==> src/rtl/load_store_unit_if.sv <==
// load_store_unit_if
// Data-memory handshake between the load/store unit and the data memory.
// The unit raises a request with a word address, byte enables and store
// data, and holds them stable until the memory answers with an ack. The ack
// cycle also carries the read word.
//   master (load/store unit): drives mem_req_o, mem_we_o, mem_addr_o,
//                             mem_be_o, mem_wdata_o; samples mem_ack_i, mem_rdata_i
//   slave  (data memory)    : the mirror image
interface load_store_unit_if;
  logic        mem_req_o;
  logic        mem_we_o;
  logic [31:0] mem_addr_o;
  logic [3:0]  mem_be_o;
  logic [31:0] mem_wdata_o;
  logic        mem_ack_i;
  logic [31:0] mem_rdata_i;

  modport master (
    output mem_req_o, mem_we_o, mem_addr_o, mem_be_o, mem_wdata_o,
    input  mem_ack_i, mem_rdata_i
  );

  modport slave (
    input  mem_req_o, mem_we_o, mem_addr_o, mem_be_o, mem_wdata_o,
    output mem_ack_i, mem_rdata_i
  );
endinterface

==> src/rtl/load_store_unit.sv <==
// load_store_unit
// MEM-stage load/store unit. Turns one load or store into a single
// word-aligned request on the data-memory handshake, stalls the pipeline
// until the memory acks, and returns a lane-extracted, sign- or
// zero-extended load result.
// Ports:
//   clk_i, rst_i          clock, asynchronous active-high reset
//   valid_i               MEM stage holds a live instruction
//   mem_read_i/write_i    load / store (store wins if both are set)
//   mem_width_i           00 byte, 01 half, 10 word, 11 illegal
//   mem_sign_extend_i     sign-extend the load result
//   addr_i, wdata_i       byte address and store data
//   stall_o               freeze the upstream pipeline registers
//   rdata_o               formatted load result (registered)
//   err_o                 one-cycle pulse for misaligned/illegal access
//   mem                   data-memory handshake (master side)
module load_store_unit (
  input  logic                     clk_i,
  input  logic                     rst_i,
  input  logic                     valid_i,
  input  logic                     mem_read_i,
  input  logic                     mem_write_i,
  input  logic [1:0]               mem_width_i,
  input  logic                     mem_sign_extend_i,
  input  logic [31:0]              addr_i,
  input  logic [31:0]              wdata_i,
  output logic                     stall_o,
  output logic [31:0]              rdata_o,
  output logic                     err_o,
  load_store_unit_if.master        mem
);

  typedef enum logic [1:0] {IDLE, BUSY, DONE} state_t;

  state_t      state;
  logic        start;
  logic        fault;
  logic [3:0]  be_next;
  logic [31:0] wdata_next;
  logic [1:0]  width_q;
  logic        sign_q;
  logic [1:0]  off_q;
  logic [7:0]  byte_lane;
  logic [15:0] half_lane;
  logic [31:0] load_fmt;

  // An access starts whenever a live instruction is a load or a store.
  // Misalignment is judged against the natural alignment of the width;
  // width 11 is always illegal.
  always_comb begin
    start = valid_i & (mem_read_i | mem_write_i);
    fault = (mem_width_i == 2'b11) |
            ((mem_width_i == 2'b01) & addr_i[0]) |
            ((mem_width_i == 2'b10) & (addr_i[1:0] != 2'b00));
  end

  // The stall covers the issuing IDLE cycle and every BUSY cycle, so the
  // instruction stays in MEM until DONE, where the result is already
  // registered. Nothing is stalled while reset is held.
  always_comb begin
    stall_o = ~rst_i & (((state == IDLE) & start & ~fault) | (state == BUSY));
  end

  // Byte enables and lane-replicated store data so memory can take the
  // bytes from whichever lane the enables select.
  always_comb begin
    be_next    = 4'b1111;
    wdata_next = wdata_i;
    case (mem_width_i)
      2'b00: begin
        be_next    = 4'b0001 << addr_i[1:0];
        wdata_next = {4{wdata_i[7:0]}};
      end
      2'b01: begin
        be_next    = 4'b0011 << addr_i[1:0];
        wdata_next = {2{wdata_i[15:0]}};
      end
      default: begin
        be_next    = 4'b1111;
        wdata_next = wdata_i;
      end
    endcase
  end

  // Load formatting uses the width, sign and offset latched at issue time,
  // since the inputs are not trusted once the request is out.
  always_comb begin
    byte_lane = mem.mem_rdata_i[{off_q, 3'b000} +: 8];
    half_lane = off_q[1] ? mem.mem_rdata_i[31:16] : mem.mem_rdata_i[15:0];
    case (width_q)
      2'b00:   load_fmt = {{24{sign_q & byte_lane[7]}}, byte_lane};
      2'b01:   load_fmt = {{16{sign_q & half_lane[15]}}, half_lane};
      default: load_fmt = mem.mem_rdata_i;
    endcase
  end

  // Access FSM with registered memory-side outputs. A faulted access never
  // leaves IDLE; it only pulses err_o and clears rdata_o. DONE always
  // returns to IDLE without looking at start, because the instruction
  // that was just served is still presented during DONE.
  always_ff @(posedge clk_i or posedge rst_i) begin
    if (rst_i) begin
      state           <= IDLE;
      rdata_o         <= 32'd0;
      err_o           <= 1'b0;
      mem.mem_req_o   <= 1'b0;
      mem.mem_we_o    <= 1'b0;
      mem.mem_addr_o  <= 32'd0;
      mem.mem_be_o    <= 4'd0;
      mem.mem_wdata_o <= 32'd0;
      width_q         <= 2'd0;
      sign_q          <= 1'b0;
      off_q           <= 2'd0;
    end else begin
      err_o <= 1'b0;
      case (state)
        IDLE: begin
          if (start) begin
            if (fault) begin
              err_o   <= 1'b1;
              rdata_o <= 32'd0;
            end else begin
              state           <= BUSY;
              mem.mem_req_o   <= 1'b1;
              mem.mem_we_o    <= mem_write_i;
              mem.mem_addr_o  <= {addr_i[31:2], 2'b00};
              mem.mem_be_o    <= be_next;
              mem.mem_wdata_o <= wdata_next;
              width_q         <= mem_width_i;
              sign_q          <= mem_sign_extend_i;
              off_q           <= addr_i[1:0];
            end
          end
        end
        BUSY: begin
          if (mem.mem_ack_i) begin
            mem.mem_req_o <= 1'b0;
            if (!mem.mem_we_o) begin
              rdata_o <= load_fmt;
            end
            state <= DONE;
          end
        end
        DONE: begin
          state <= IDLE;
        end
        default: begin
          state <= IDLE;
        end
      endcase
    end
  end

endmodule

==> src/flat_wrapper.sv <==
// flat-port wrapper written by rule: the top's interface ports become plain ports
module load_store_unit_flat 
  (clk_i, rst_i, valid_i, mem_read_i, mem_write_i, mem_width_i, mem_sign_extend_i, addr_i, wdata_i, stall_o, rdata_o, err_o, mem_mem_req_o, mem_mem_we_o, mem_mem_addr_o, mem_mem_be_o, mem_mem_wdata_o, mem_mem_ack_i, mem_mem_rdata_i);
  load_store_unit_if mem_i ();
  input  logic clk_i;
  input  logic rst_i;
  input  logic valid_i;
  input  logic mem_read_i;
  input  logic mem_write_i;
  input  logic [1:0] mem_width_i;
  input  logic mem_sign_extend_i;
  input  logic [31:0] addr_i;
  input  logic [31:0] wdata_i;
  output logic stall_o;
  output logic [31:0] rdata_o;
  output logic err_o;
  output wire logic [$bits(mem_i.mem_req_o)-1:0] mem_mem_req_o;
  output wire logic [$bits(mem_i.mem_we_o)-1:0] mem_mem_we_o;
  output wire logic [$bits(mem_i.mem_addr_o)-1:0] mem_mem_addr_o;
  output wire logic [$bits(mem_i.mem_be_o)-1:0] mem_mem_be_o;
  output wire logic [$bits(mem_i.mem_wdata_o)-1:0] mem_mem_wdata_o;
  input wire logic [$bits(mem_i.mem_ack_i)-1:0] mem_mem_ack_i;
  input wire logic [$bits(mem_i.mem_rdata_i)-1:0] mem_mem_rdata_i;
  assign mem_mem_req_o = mem_i.mem_req_o;
  assign mem_mem_we_o = mem_i.mem_we_o;
  assign mem_mem_addr_o = mem_i.mem_addr_o;
  assign mem_mem_be_o = mem_i.mem_be_o;
  assign mem_mem_wdata_o = mem_i.mem_wdata_o;
  assign mem_i.mem_ack_i = mem_mem_ack_i;
  assign mem_i.mem_rdata_i = mem_mem_rdata_i;
  load_store_unit u_core (.clk_i(clk_i), .rst_i(rst_i), .valid_i(valid_i), .mem_read_i(mem_read_i), .mem_write_i(mem_write_i), .mem_width_i(mem_width_i), .mem_sign_extend_i(mem_sign_extend_i), .addr_i(addr_i), .wdata_i(wdata_i), .stall_o(stall_o), .rdata_o(rdata_o), .err_o(err_o), .mem(mem_i));
endmodule
==> config.mk <==
export PLATFORM = sky130hd
export DESIGN_NAME = load_store_unit_flat
export DESIGN_NICKNAME = d
export VERILOG_FILES = /design/src/rtl/load_store_unit_if.sv /design/src/rtl/load_store_unit.sv /design/src/flat_wrapper.sv
export SDC_FILE = /design/constraint.sdc
export NUM_CORES = 1
export LEC_CHECK = 0
export ABC_CLOCK_PERIOD_IN_PS = 8240
export CELL_PAD_IN_SITES_DETAIL_PLACEMENT = 1
export CELL_PAD_IN_SITES_GLOBAL_PLACEMENT = 1
export CORE_MARGIN = 5
export CORE_UTILIZATION = 35
export DETAILED_ROUTE_END_ITERATION = 16
export GPL_ROUTABILITY_DRIVEN = 0
export MAX_ROUTING_LAYER = met4
export PLACE_DENSITY_LB_ADDON = 0.08
export SETUP_SLACK_MARGIN = 0.3
export SKIP_CTS_REPAIR_TIMING = 1
export SLEW_MARGIN = 20
export SYNTH_ARGS = -nofsm -noshare
export SYNTH_HDL_FRONTEND = slang
export SYNTH_SLANG_ARGS = --single-unit
==> constraint.sdc <==
create_clock -name clk_i -period 8.24 [get_ports clk_i]
set_clock_uncertainty 0.15 [all_clocks]
set_input_delay 1.648 -clock clk_i [delete_from_list [all_inputs] [get_ports clk_i]]
set_output_delay 1.648 -clock clk_i [all_outputs]
set_load 0.005 [all_outputs]
* Word-level counts from Yosys, hierarchy flattened
Cells that the tools add are included.
** Cells by class
- Eq/ne operators :: 10
- Shifts and indexed selects :: 3
- Mux-type cells :: 20
- Bitwise logic cells :: 14
- Reductions and logical operators :: 9
** Operators by type and width (number)
- 32-bit case mux with 2 select lines :: 3
- 32-bit 2-to-1 mux :: 4
- 32-bit by 6-bit variable part select with 8-bit output :: 1
- 16-bit 2-to-1 mux :: 1
- 1-bit AND :: 8
- 4-bit case mux with 2 select lines :: 1
- 2-bit by 1-bit == test with 1-bit output, second input constant :: 3
- 2-bit zero test :: 3
- 1-bit 2-to-1 mux :: 6
- 2-bit 2-to-1 mux :: 3
- 2-bit inequality test, second input constant :: 3
- 3-bit AND reduction :: 2
- 5-bit AND reduction :: 1
- 2-bit == test, second input constant :: 2
- 2-bit by 1-bit inequality test with 1-bit output, second input constant :: 2
- 1-bit bitwise OR :: 4
- 2-bit case mux with 2 select lines :: 1
- 4-bit AND reduction :: 1
- 2-bit nonzero test :: 2
- 1-bit by 2-bit << shifter with 4-bit output, first input constant :: 1
- 2-bit by 2-bit << shifter with 4-bit output, first input constant :: 1
- 1-bit inverter :: 2
- 1-bit case mux with 2 select lines :: 1
** Word-level totals
- Flip-flop bits (word level) :: 108
- Input port bits :: 105
- Output and inout port bits :: 104
- Logic and storage cells :: 67

* Depth between registers and ports, before layout
Gate-level depths: netlist of run 1.
- Depth in word-level cells :: 8
- Depth in mapped cells :: 7
- Gate-level depth less buffers :: 4

* Least setup slack after synthesis of run 1
Ideal clock, no wire load.
- Path type :: in2out
- Start point :: input addr_i[0]
- End point :: output stall_o
- Arrival :: 2.862 ns
- Required time :: 6.442 ns
- Slack :: 3.580 ns
- Stages :: 6
- Buffers on the path :: 3
- Cell sequence :: clkbuf_1 > nor3_1 > o211ai_2 > buf_2 > clkbuf_1 > a21oi_1
** Between the ends
- Word-level cells in the longest chain between the ends :: 7
- Elaborated cells on any way between the ends :: 9
- Classes of those cells :: bitwise (8); reduce/logical (1)
** RTL lines
- start: declaration :: RTL line flat_wrapper.sv:12 : input logic [31:0] addr_i;
- 1-bit AND or 2-bit nonzero test (tied branches) :: RTL line load_store_unit.sv:53, load_store_unit.sv:54
- 1-bit bitwise OR or 1-bit AND (tied branches) :: RTL line load_store_unit.sv:52, load_store_unit.sv:54
- 1-bit bitwise OR * :: RTL line load_store_unit.sv:53 : ((mem_width_i == 2'b01) & addr_i[0]) |
- 1-bit inverter (no line) *
- 1-bit AND * :: RTL line load_store_unit.sv:61 : stall_o = ~rst_i & (((state == IDLE) & start & ~fault) | (state == BUSY));
- 1-bit bitwise OR * :: RTL line load_store_unit.sv:61
- 1-bit AND * :: RTL line load_store_unit.sv:61
- end: declaration :: RTL line flat_wrapper.sv:14 : output logic stall_o;
Mark *: on every way between the ends. The rest lies on a longest branch, timed or not.

* Final worst setup path of run 1
- Start point :: input mem_width_i[0]
- End point :: output stall_o
** Between the ends
- Word-level cells in the longest chain between the ends :: 8
- Elaborated cells on any way between the ends :: 11
- Classes of those cells :: eq/ne (3); bitwise (8)
** RTL lines
- start: declaration :: RTL line flat_wrapper.sv:10 : input logic [1:0] mem_width_i;
- 2-bit by 1-bit == test with 1-bit output :: RTL line load_store_unit.sv:53
- 1-bit AND :: RTL line load_store_unit.sv:53
- 1-bit bitwise OR :: RTL line load_store_unit.sv:52 : fault = (mem_width_i == 2'b11) |
- 1-bit bitwise OR * :: RTL line load_store_unit.sv:53
- 1-bit inverter (no line) *
- 1-bit AND * :: RTL line load_store_unit.sv:61
- 1-bit bitwise OR * :: RTL line load_store_unit.sv:61
- 1-bit AND * :: RTL line load_store_unit.sv:61
Marked as above.

==> results of run 1 <==
[sequential cells by signal, indices dropped and copies added, names as in the netlist]
| name | cells |
|---|---|
| u_core.mem.mem_wdata_o | 32 |
| u_core.rdata_o | 32 |
| u_core.mem.mem_addr_o | 30 |
| u_core.mem.mem_be_o | 4 |
| u_core.off_q | 2 |
| u_core.state | 2 |
| u_core.width_q | 2 |
| u_core.err_o | 1 |
| u_core.mem.mem_req_o | 1 |
| u_core.mem.mem_we_o | 1 |
| u_core.sign_q | 1 |
[cells by family (layout without fill, tap and decap cells)]
logic type / Yosys count / after routing / share of synthesized area
compound gates: 107 / 107 / 0.1594
xor+xnor: 1 / 1 / 0.001798
buf+inv: 36 / 232 / 0.03209
flops: 108 / 108 / 0.5546
mux: 76 / 76 / 0.1674
other cells: 1 / 2 / 0.0007695
simple gates: 87 / 87 / 0.08395
[layout make-up]
class | count | area share
multi-input combinational | 273 | 0.2751
tap | 180 | 0.03044
inverter | 7 | 0.003889
clock inverter | 3 | 0.006087
sequential | 108 | 0.3652
clock buffer | 12 | 0.03602
timing repair buffer | 210 | 0.2832
[metrics by stage]
stage | cell area (µm²) | setup WS (ps) | instances | hold WS [ps] | power (mW)
floorplan | 4877 | 3580 | 417 | 320.9 | 1.054
global placement | 7079 | 2569 | 778 | 310.5 | 1.482
detailed placement | 7079 | 2511 | 778 | 318.8 | 1.507
CTS | 7391 | 2508 | 793 | 335.5 | 1.977
global route | 7400 | 2411 | 793 | 347.1 | 2.063
finish | 7400 | 2528 | 793 | 330.3 | 1.944
[power breakdown]
part / switching, mW / total (mW) / internal [mW]
Sequential: 0.109 / 0.794 / 0.685
Clock: 0.195 / 0.455 / 0.259
Combinational: 0.259 / 0.696 / 0.437
[how the worst max path moves through the flow]
stage | startpoint | to | slack, ps | depth (start not counted)
floorplan | addr_i[0] | stall_o | 3580 | 6
global placement | mem_width_i[0] | stall_o | 2570 | 5
detailed placement | mem_width_i[0] | stall_o | 2510 | 5
CTS | mem_width_i[0] | stall_o | 2510 | 5
global route | mem_width_i[0] | stall_o | 2410 | 5
finish | mem_width_i[0] | stall_o | 2530 | 5
[cell usage after synthesis (5+ instances only)]
| cell type | instances | area share |
|---|---|---|
| a221o_2 | 10 | 0.023 |
| or3_1 | 8 | 0.010 |
| buf_2 | 5 | 0.0051 |
| a32o_1 | 7 | 0.014 |
| o21ai_0 | 39 | 0.040 |
| dfrtp_1 | 108 | 0.55 |
| mux2_2 | 44 | 0.10 |
| o2bb2ai_1 | 9 | 0.016 |
| clkbuf_1 | 20 | 0.015 |
| o221ai_1 | 7 | 0.013 |
| a221o_1 | 6 | 0.012 |
| nand2b_1 | 10 | 0.013 |
| inv_1 | 5 | 0.0039 |
| mux2i_1 | 32 | 0.066 |
| a21oi_1 | 20 | 0.021 |
| nand2_1 | 40 | 0.031 |
| nor2_1 | 15 | 0.012 |
[critical path, cell delays in order]
cell,delay [ps]
clkdlybuf4s50_1,830
nor3_1,600
o211ai_4,130
a21oi_1,180
clkdlybuf4s50_1,520
[layout by cell type (no fill, tap or decap), types with 2 or more instances in the layout]
| master | instances |
|---|---|
| o221ai_1 | 7 |
| buf_4 | 3 |
| o21ai_0 | 39 |
| nor2b_1 | 2 |
| nand2b_1 | 10 |
| a32o_1 | 7 |
| a221oi_1 | 2 |
| o2bb2ai_1 | 9 |
| conb_1 | 2 |
| o311ai_0 | 2 |
| and2_1 | 2 |
| clkinv_1 | 2 |
| a21oi_1 | 19 |
| a221o_1 | 6 |
| a221o_2 | 10 |
| clkdlybuf4s50_1 | 206 |
| clkbuf_8 | 3 |
| nor2_1 | 13 |
| mux2_2 | 44 |
| nand2_1 | 40 |
| nor2_2 | 2 |
| inv_1 | 4 |
| or2_2 | 2 |
| or3_1 | 8 |
| nand3b_1 | 2 |
| clkinvlp_4 | 2 |
| nor3_1 | 2 |
| mux2i_1 | 32 |
| dfrtp_1 | 108 |
| clkbuf_16 | 9 |
[per-layer routing]
layer  track usage  share of wire
met2        0.3229           0.49
met5             -              0
met3       0.05917          0.077
met4       0.06866          0.019
met1        0.2403           0.41
==> results.txt, run 1 <==
Outcome = complete, no violations
Startpoint types = input pin
Die area = 16380 µm²
Worst reg2reg startpoint = u_core.width_q[1]
N_diodes = 0
Critical path class = input pin to output port
Clock sink count = 108
Synth Instances = 416
Power Dens Cells = 262.8 nW/µm²
Mean post-synth cell area = 11.71 µm²
Clk root buf = clkbuf_16
Final setup violation count = 0
Initial core utilization = 0.3538
Distinct cell type count of the synthesized netlist = 39
Storage cell area = 2703 µm²
Hold Crit Depth = 2
Final Core Density = 0.5372
Arr. time, crit path = 3910 ps
Final ANT Viol Nets = 0
Max-slew headroom = 0.3254
Number of max-cap violations = 0
Post-route setup TNS = 0 ps
DRC = 0
Number of global-route vias before repair = 4707
Top FF cell, synth = dfrtp_1
Initial antenna violation count = 0
WHS Endpoint = u_core.mem.mem_wdata_o[15]
GRT overflow = 0
Worst Hold Launch = u_core.mem.mem_wdata_o[15]
Hold Crit Class = flip-flop to flip-flop
Core ar. = 13770 µm²
Die width = 128 µm
Clock latency on the worst-skew pair = 350 ps
WL per Instance = 19.65 µm
DP HPWL = 11330 µm
Crit path max fanout = 14
Iter 0 DRT Violations = 253
Share of cells above drive strength 1 = 0.1338
Worst r2r path cells = 4
CP required = 6440 ps
Die Height = 128 µm
# IOs = 209
Count of state elements after synthesis = 108
Number of synthesis warnings = 0
WL final = 15590 µm
Reg2Reg Setup Slack = 5470 ps
Slew at the pin closest to its max-slew limit = 1012 ps
F_max = 175.1 MHz
Final nets = 714
Async SR Flop Fraction = 1.000
Slew Limit Fails = 0
Mapped cell area = 4873 µm²
Clk slew on worst S/H paths = 70 ps
GRT Util Overall = 0.2002
R2R Path End = u_core.rdata_o[31]
Endpoints failing hold = 0
Crit end category = output port
H-tree depth = 3
Maximum VDD drop = 0.1354 mV
RSZ-0062 raised after global routing = no
Pin count of the biggest net entering global routing = 98
Number of CTS-inserted buffers = 9
Max Root-Sink Buffers = 2
Via count = 4075
Vias per inst = 5.139
Number of fill cells = 1465
Rows = 43
EDFF count, synth = 0
Register area share after synthesis = 0.5546
Drt pass-1 iters = 4
Multi-input gate area = 2036 µm²
Tmin final = 5712 ps
Port Buffer Count = 206
Global-route wire length before repair = 25210 µm
Tcrit/Tclk final = 0.6932
CTS tree = done
Layout area overhead = 51.84%
Lkg Pwr = 3.075 nW
Note: power is estimated with default switching activity, not from simulation.
==> inputs of run 2 (changes only) <==
Settings changed: ABC_CLOCK_PERIOD_IN_PS 8240 to 4700, CORE_UTILIZATION 35 to 29.
Clock period 8.24 ns to 4.7 ns, I/O delays scaled along.
==> results.txt, run 2 (synthesis results as in run 1) <==
Vias per inst = 4.874 (-5.2%)
Port Buffer Count = 206 (unchanged)
Drt pass-1 iters = 4 (unchanged)
Lkg Pwr = 3.109 nW (+1.1%)
Number of max-cap violations = 0 (unchanged)
Arr. time, crit path = 2810 ps (-1100 ps)
Power Dens Cells = 455.7 nW/µm² (+73%)
Final Non-Filler Cells = 838 (+5.7%)
Max-slew headroom = 0.2712 (-0.05415)
Final setup violation count = 0 (unchanged)
Clock latency on the worst-skew pair = 350 ps (about the same)
Reg2Reg Setup Slack = 1880 ps (-3590 ps)
Crit path from = addr_i[0]
Global-route wire length before repair = 25210 µm (unchanged)
F_max = 256.4 MHz
# IOs = 209 (unchanged)
Share of cells above drive strength 1 = 0.1375 (+0.003772)
Most frequent cells in the layout = clkdlybuf4s50_1, dfrtp_1, mux2_2
Clock sink count = 108 (unchanged)
Final nets = 718 (+0.56%)
Number of fill cells = 1750 (+19%)
Maximum VDD drop = 0.1773 mV (+31%)
GRT overflow = 0 (unchanged)
Iter 0 DRT Violations = 188 (-26%)
Commonest non-fill, non-tap cell in the layout = clkdlybuf4s50_1
Crit path max fanout = 7 (-7)
Pin count of the biggest net entering global routing = 109 (+11%)
Die area = 19500 µm² (+19%)
Storage cell area = 2703 µm² (unchanged)
Number of global-route vias before repair = 4645 (-1.3%)
Die width = 139.6 µm (+9.1%)
Final ANT Viol Nets = 0 (unchanged)
N_diodes = 0 (unchanged)
Critical path class = input pin to output port
Worst r2r path cells = 3 (-1)
Die Height = 139.6 µm (+9.1%)
Clk root buf = clkbuf_16
Multi-input gate area = 2031 µm² (-0.25%)
Regs by FF count = u_core.mem.mem_wdata_o x32, u_core.rdata_o x32, u_core.mem.mem_addr_o x30
Outcome = complete, no violations
GRT Util Overall = 0.1670 (-0.03316)
Initial antenna violation count = 0 (unchanged)
Tmin final = 3900 ps
Post-route setup TNS = 0 ps (unchanged)
CP required = 3610 ps (-2830 ps)
CTS tree = done
R2R Path End = u_core.rdata_o[21]
Crit end category = output port
Slew at the pin closest to its max-slew limit = 1089 ps (+77.21 ps)
Final Core Density = 0.4537 (-0.08355)
Number of CTS-inserted buffers = 9 (unchanged)
Clk slew on worst S/H paths = 70 ps (about the same)
H-tree depth = 3 (unchanged)
Max Root-Sink Buffers = 2 (unchanged)
Setup crit end = stall_o
Endpoints failing hold = 0 (unchanged)
RSZ-0062 raised after global routing = no
Via count = 4084 (+0.22%)
Tcrit/Tclk final = 0.8298
DP HPWL = 11700 µm (+3.3%)
Rows = 47 (+9.3%)
Hold Crit Class = flip-flop to flip-flop
Worst reg2reg startpoint = u_core.width_q[1]
WL final = 15920 µm (+2.1%)
Slew Limit Fails = 0 (unchanged)
Initial core utilization = 0.2949 (-0.05891)
Placed insts = 821 (+5.5%)
Layout area overhead = 53.84%
DRC = 0 (unchanged)
Hold Crit Depth = 2 (unchanged)
WL per Instance = 18.99 µm (-3.4%)
Startpoint types = input pin
Core ar. = 16520 µm² (+20%)
## run 2: changes by cell type in the layout (fill, tap and decap cells not counted), sizes merged
cell,previous run,this run
buf,4,8
clkbuf,12,9
clkinv,2,3
clkinvlp,2,1
inv,5,9
## run 2: how the worst min path moves through the flow
| stage | to | start |
|---|---|---|
| after global placement | u_core.mem.mem_wdata_o[19] | u_core.mem.mem_wdata_o[19] |
| final | u_core.mem.mem_be_o[0] | u_core.mem.mem_be_o[0] |
| after floorplan | u_core.mem.mem_req_o | u_core.mem.mem_req_o |
| after CTS | u_core.mem.mem_wdata_o[17] | u_core.mem.mem_wdata_o[17] |
| after global routing | u_core.rdata_o[1] | u_core.rdata_o[1] |
| after detailed placement | u_core.mem.mem_wdata_o[22] | u_core.mem.mem_wdata_o[22] |
## run 2: metrics by stage
step                      hold slack, ps  worst slack [ps]  area [µm²]  total power [mW]
after detailed placement           323.8             811.8        7164             2.652
after CTS                          343.1             811.2        7470             3.483
after global placement             311.3             859.8        7164             2.616
final                              334.3             800.1        7497             3.417
after global routing               361.4             710.5        7497             3.630
after floorplan                    320.9             764.4        4877             1.847
## run 2: where the power goes
part | switching [mW] | internal (mW) | total, mW
clock network | 0.376 | 0.423 | 0.799
logic | 0.458 | 0.773 | 1.23
registers | 0.188 | 1.20 | 1.39
## run 2: layout make-up
| class | count | share of cell area |
|---|---|---|
| timing repair buffer | 214 | 0.2874 |
| clock buffer | 9 | 0.03004 |
| tap | 220 | 0.03672 |
| multi-input combinational | 273 | 0.2709 |
| inverter | 7 | 0.003838 |
| sequential | 108 | 0.3605 |
| clock inverter | 7 | 0.01068 |
## run 2: critical path, stage by stage
cell,delay [ps]
clkdlybuf4s50_1,530
nor3_1,520
o211ai_4,140
a21oi_1,160
clkdlybuf4s50_1,520
## run 2: metal layers
metal,GRT usage,share of wire,wire length (µm),vias to the layer above
met4,0.05405,0.016,252,0
met2,0.2735,0.50,7948,124
met1,0.1921,0.41,6488,2038
li1,-,-,-,1908
met5,-,0,0,-
met3,0.05969,0.077,1224,14
==> inputs of run 3 (changes only) <==
Settings changed: ABC_CLOCK_PERIOD_IN_PS 4700 to 3800, CORE_UTILIZATION 29 to 32.
Clock period 4.7 ns to 3.8 ns, I/O delays scaled along.
==> results.txt, run 3 (synthesis results as in run 1) <==
Outcome = complete, no violations
DP Worst Slack = 322.0 ps (-489.7 ps)
Critical path class = input pin to output port
Max Root-Sink Buffers = 2 (unchanged)
Commonest non-fill, non-tap cell in the layout = clkdlybuf4s50_1
Tcrit/Tclk final = 0.8775
Number of max-cap violations = 0 (unchanged)
Via count = 4112 (+0.69%)
# IOs = 209 (unchanged)
Lkg Pwr = 3.101 nW (-0.24%)
Core ar. = 15090 µm² (-8.7%)
Rows = 45 (-4.3%)
Slew Limit Fails = 0 (unchanged)
Placed insts = 792 (-3.5%)
Iter 0 DRT Violations = 149 (-21%)
CTS tree = done
Initial core utilization = 0.3230 (+0.02805)
Final nets = 720 (+0.28%)
Layout area overhead = 52.73%
Clk root buf = clkbuf_16
Port Buffer Count = 206 (unchanged)
H-tree depth = 3 (unchanged)
WL per Instance = 19.22 µm (+1.2%)
Number of global-route vias before repair = 4550 (-2.0%)
Endpoints failing hold = 0 (unchanged)
GRT overflow = 0 (unchanged)
Die area = 17800 µm² (-8.7%)
Final ANT Viol Nets = 0 (unchanged)
Fin area = 7443 µm² (-0.72%)
Clk slew on worst S/H paths = 70 ps (about the same)
Maximum VDD drop = 0.2430 mV (+37%)
Initial antenna violation count = 1 (+1)
Regs by FF count = u_core.mem.mem_wdata_o x32, u_core.rdata_o x32, u_core.mem.mem_addr_o x30
Setup ws final = 465.4 ps (-334.7 ps)
Clock sink count = 108 (unchanged)
Number of CTS-inserted buffers = 9 (unchanged)
Final Non-Filler Cells = 809 (-3.5%)
Worst hold margin = 329.4 ps (-4.923 ps)
Die width = 133.4 µm (-4.5%)
Pin count of the biggest net entering global routing = 98 (-10%)
Tmin final = 3335 ps
Slew at the pin closest to its max-slew limit = 1035 ps (-54.61 ps)
Final Core Density = 0.4933 (+0.03958)
Crit end category = output port
Max-slew headroom = 0.3103 (+0.03909)
Crit path max fanout = 7 (unchanged)
Final setup violation count = 0 (unchanged)
Share of cells above drive strength 1 = 0.1419 (+0.004395)
Vias per inst = 5.083 (+4.3%)
F_max = 299.9 MHz
Startpoint types = input pin
Clock latency on the worst-skew pair = 350 ps (about the same)
DP Area = 7148 µm² (-0.23%)
Total power draw = 4.159 mW (+22%)
Arr. time, crit path = 2420 ps (-390 ps)
DP HPWL = 11410 µm (-2.5%)
WL final = 15550 µm (-2.3%)
Post-route setup TNS = 0 ps (unchanged)
DRC = 0 (unchanged)
Power Dens Cells = 558.7 nW/µm² (+23%)
RSZ-0062 raised after global routing = no
Global-route wire length before repair = 24950 µm (-1.0%)
Most frequent cells in the layout = clkdlybuf4s50_1, dfrtp_1, mux2_2
Hold Crit Class = flip-flop to flip-flop
CP required = 2890 ps (-720 ps)
GRT Util Overall = 0.1809 (+0.01392)
Die Height = 133.4 µm (-4.5%)
Reg2Reg Setup Slack = 1230 ps (-650 ps)
Drt pass-1 iters = 4 (unchanged)
run 3: changes by cell type in the layout (fill, tap and decap cells not counted), sizes merged:
| cell | change |
|---|---|
| buf | +2 |
| clkinvlp | +1 |
| bufinv | -1 |
| diode | +1 |
| inv | -4 |
| clkbuf | +2 |
| clkinv | +2 |
run 3: layout make-up:
| cell class | instances | area (µm²) |
|---|---|---|
| Sequential cell | 108 | 2703 |
| Clock inverter | 5 | 35.03 |
| Antenna cell | 1 | 2.502 |
| Inverter | 7 | 30.03 |
| Clock buffer | 11 | 252.7 |
| Timing Repair Buffer | 216 | 2150 |
| Multi-Input combinational cell | 273 | 2036 |
| Fill cell | 1623 | 7646 |
| Tap cell | 188 | 235.2 |
run 3: critical path, cell delays in order:
cell and delay [ps]:
clkdlybuf4s50_1 530, a21oi_1 350, o211ai_4 100, a21oi_1 150
clkdlybuf4s50_1 520
run 3: where the power goes:
| group | switching (mW) | internal, mW | total, mW |
|---|---|---|---|
| sequential | 0.219 | 1.48 | 1.70 |
| clock | 0.445 | 0.483 | 0.928 |
| combinational | 0.571 | 0.956 | 1.53 |
| total | 1.24 | 2.92 | 4.16 |
run 3: path summary, 6_finish.rpt:
check / to / from / cells past startpoint
hold / removal: u_core.mem.mem_wdata_o[21] / u_core.mem.mem_wdata_o[21] / 2
min in group asynchronous: u_core.width_q[0] / rst_i / 2
setup / recovery: stall_o / addr_i[0] / 5
max in group asynchronous: u_core.rdata_o[5] / rst_i / 3
hold reg to reg: u_core.mem.mem_wdata_o[21] / u_core.mem.mem_wdata_o[21] / 2
setup reg to reg: u_core.rdata_o[13] / u_core.off_q[1] / 4
run 3: routing by layer:
layer,track usage,vias to the layer above,share of wire
met1,0.2195,2057,0.43
li1,-,1909,-
met5,-,-,0
met2,0.2856,129,0.47
met4,0.05543,0,0.017
met3,0.06307,17,0.078
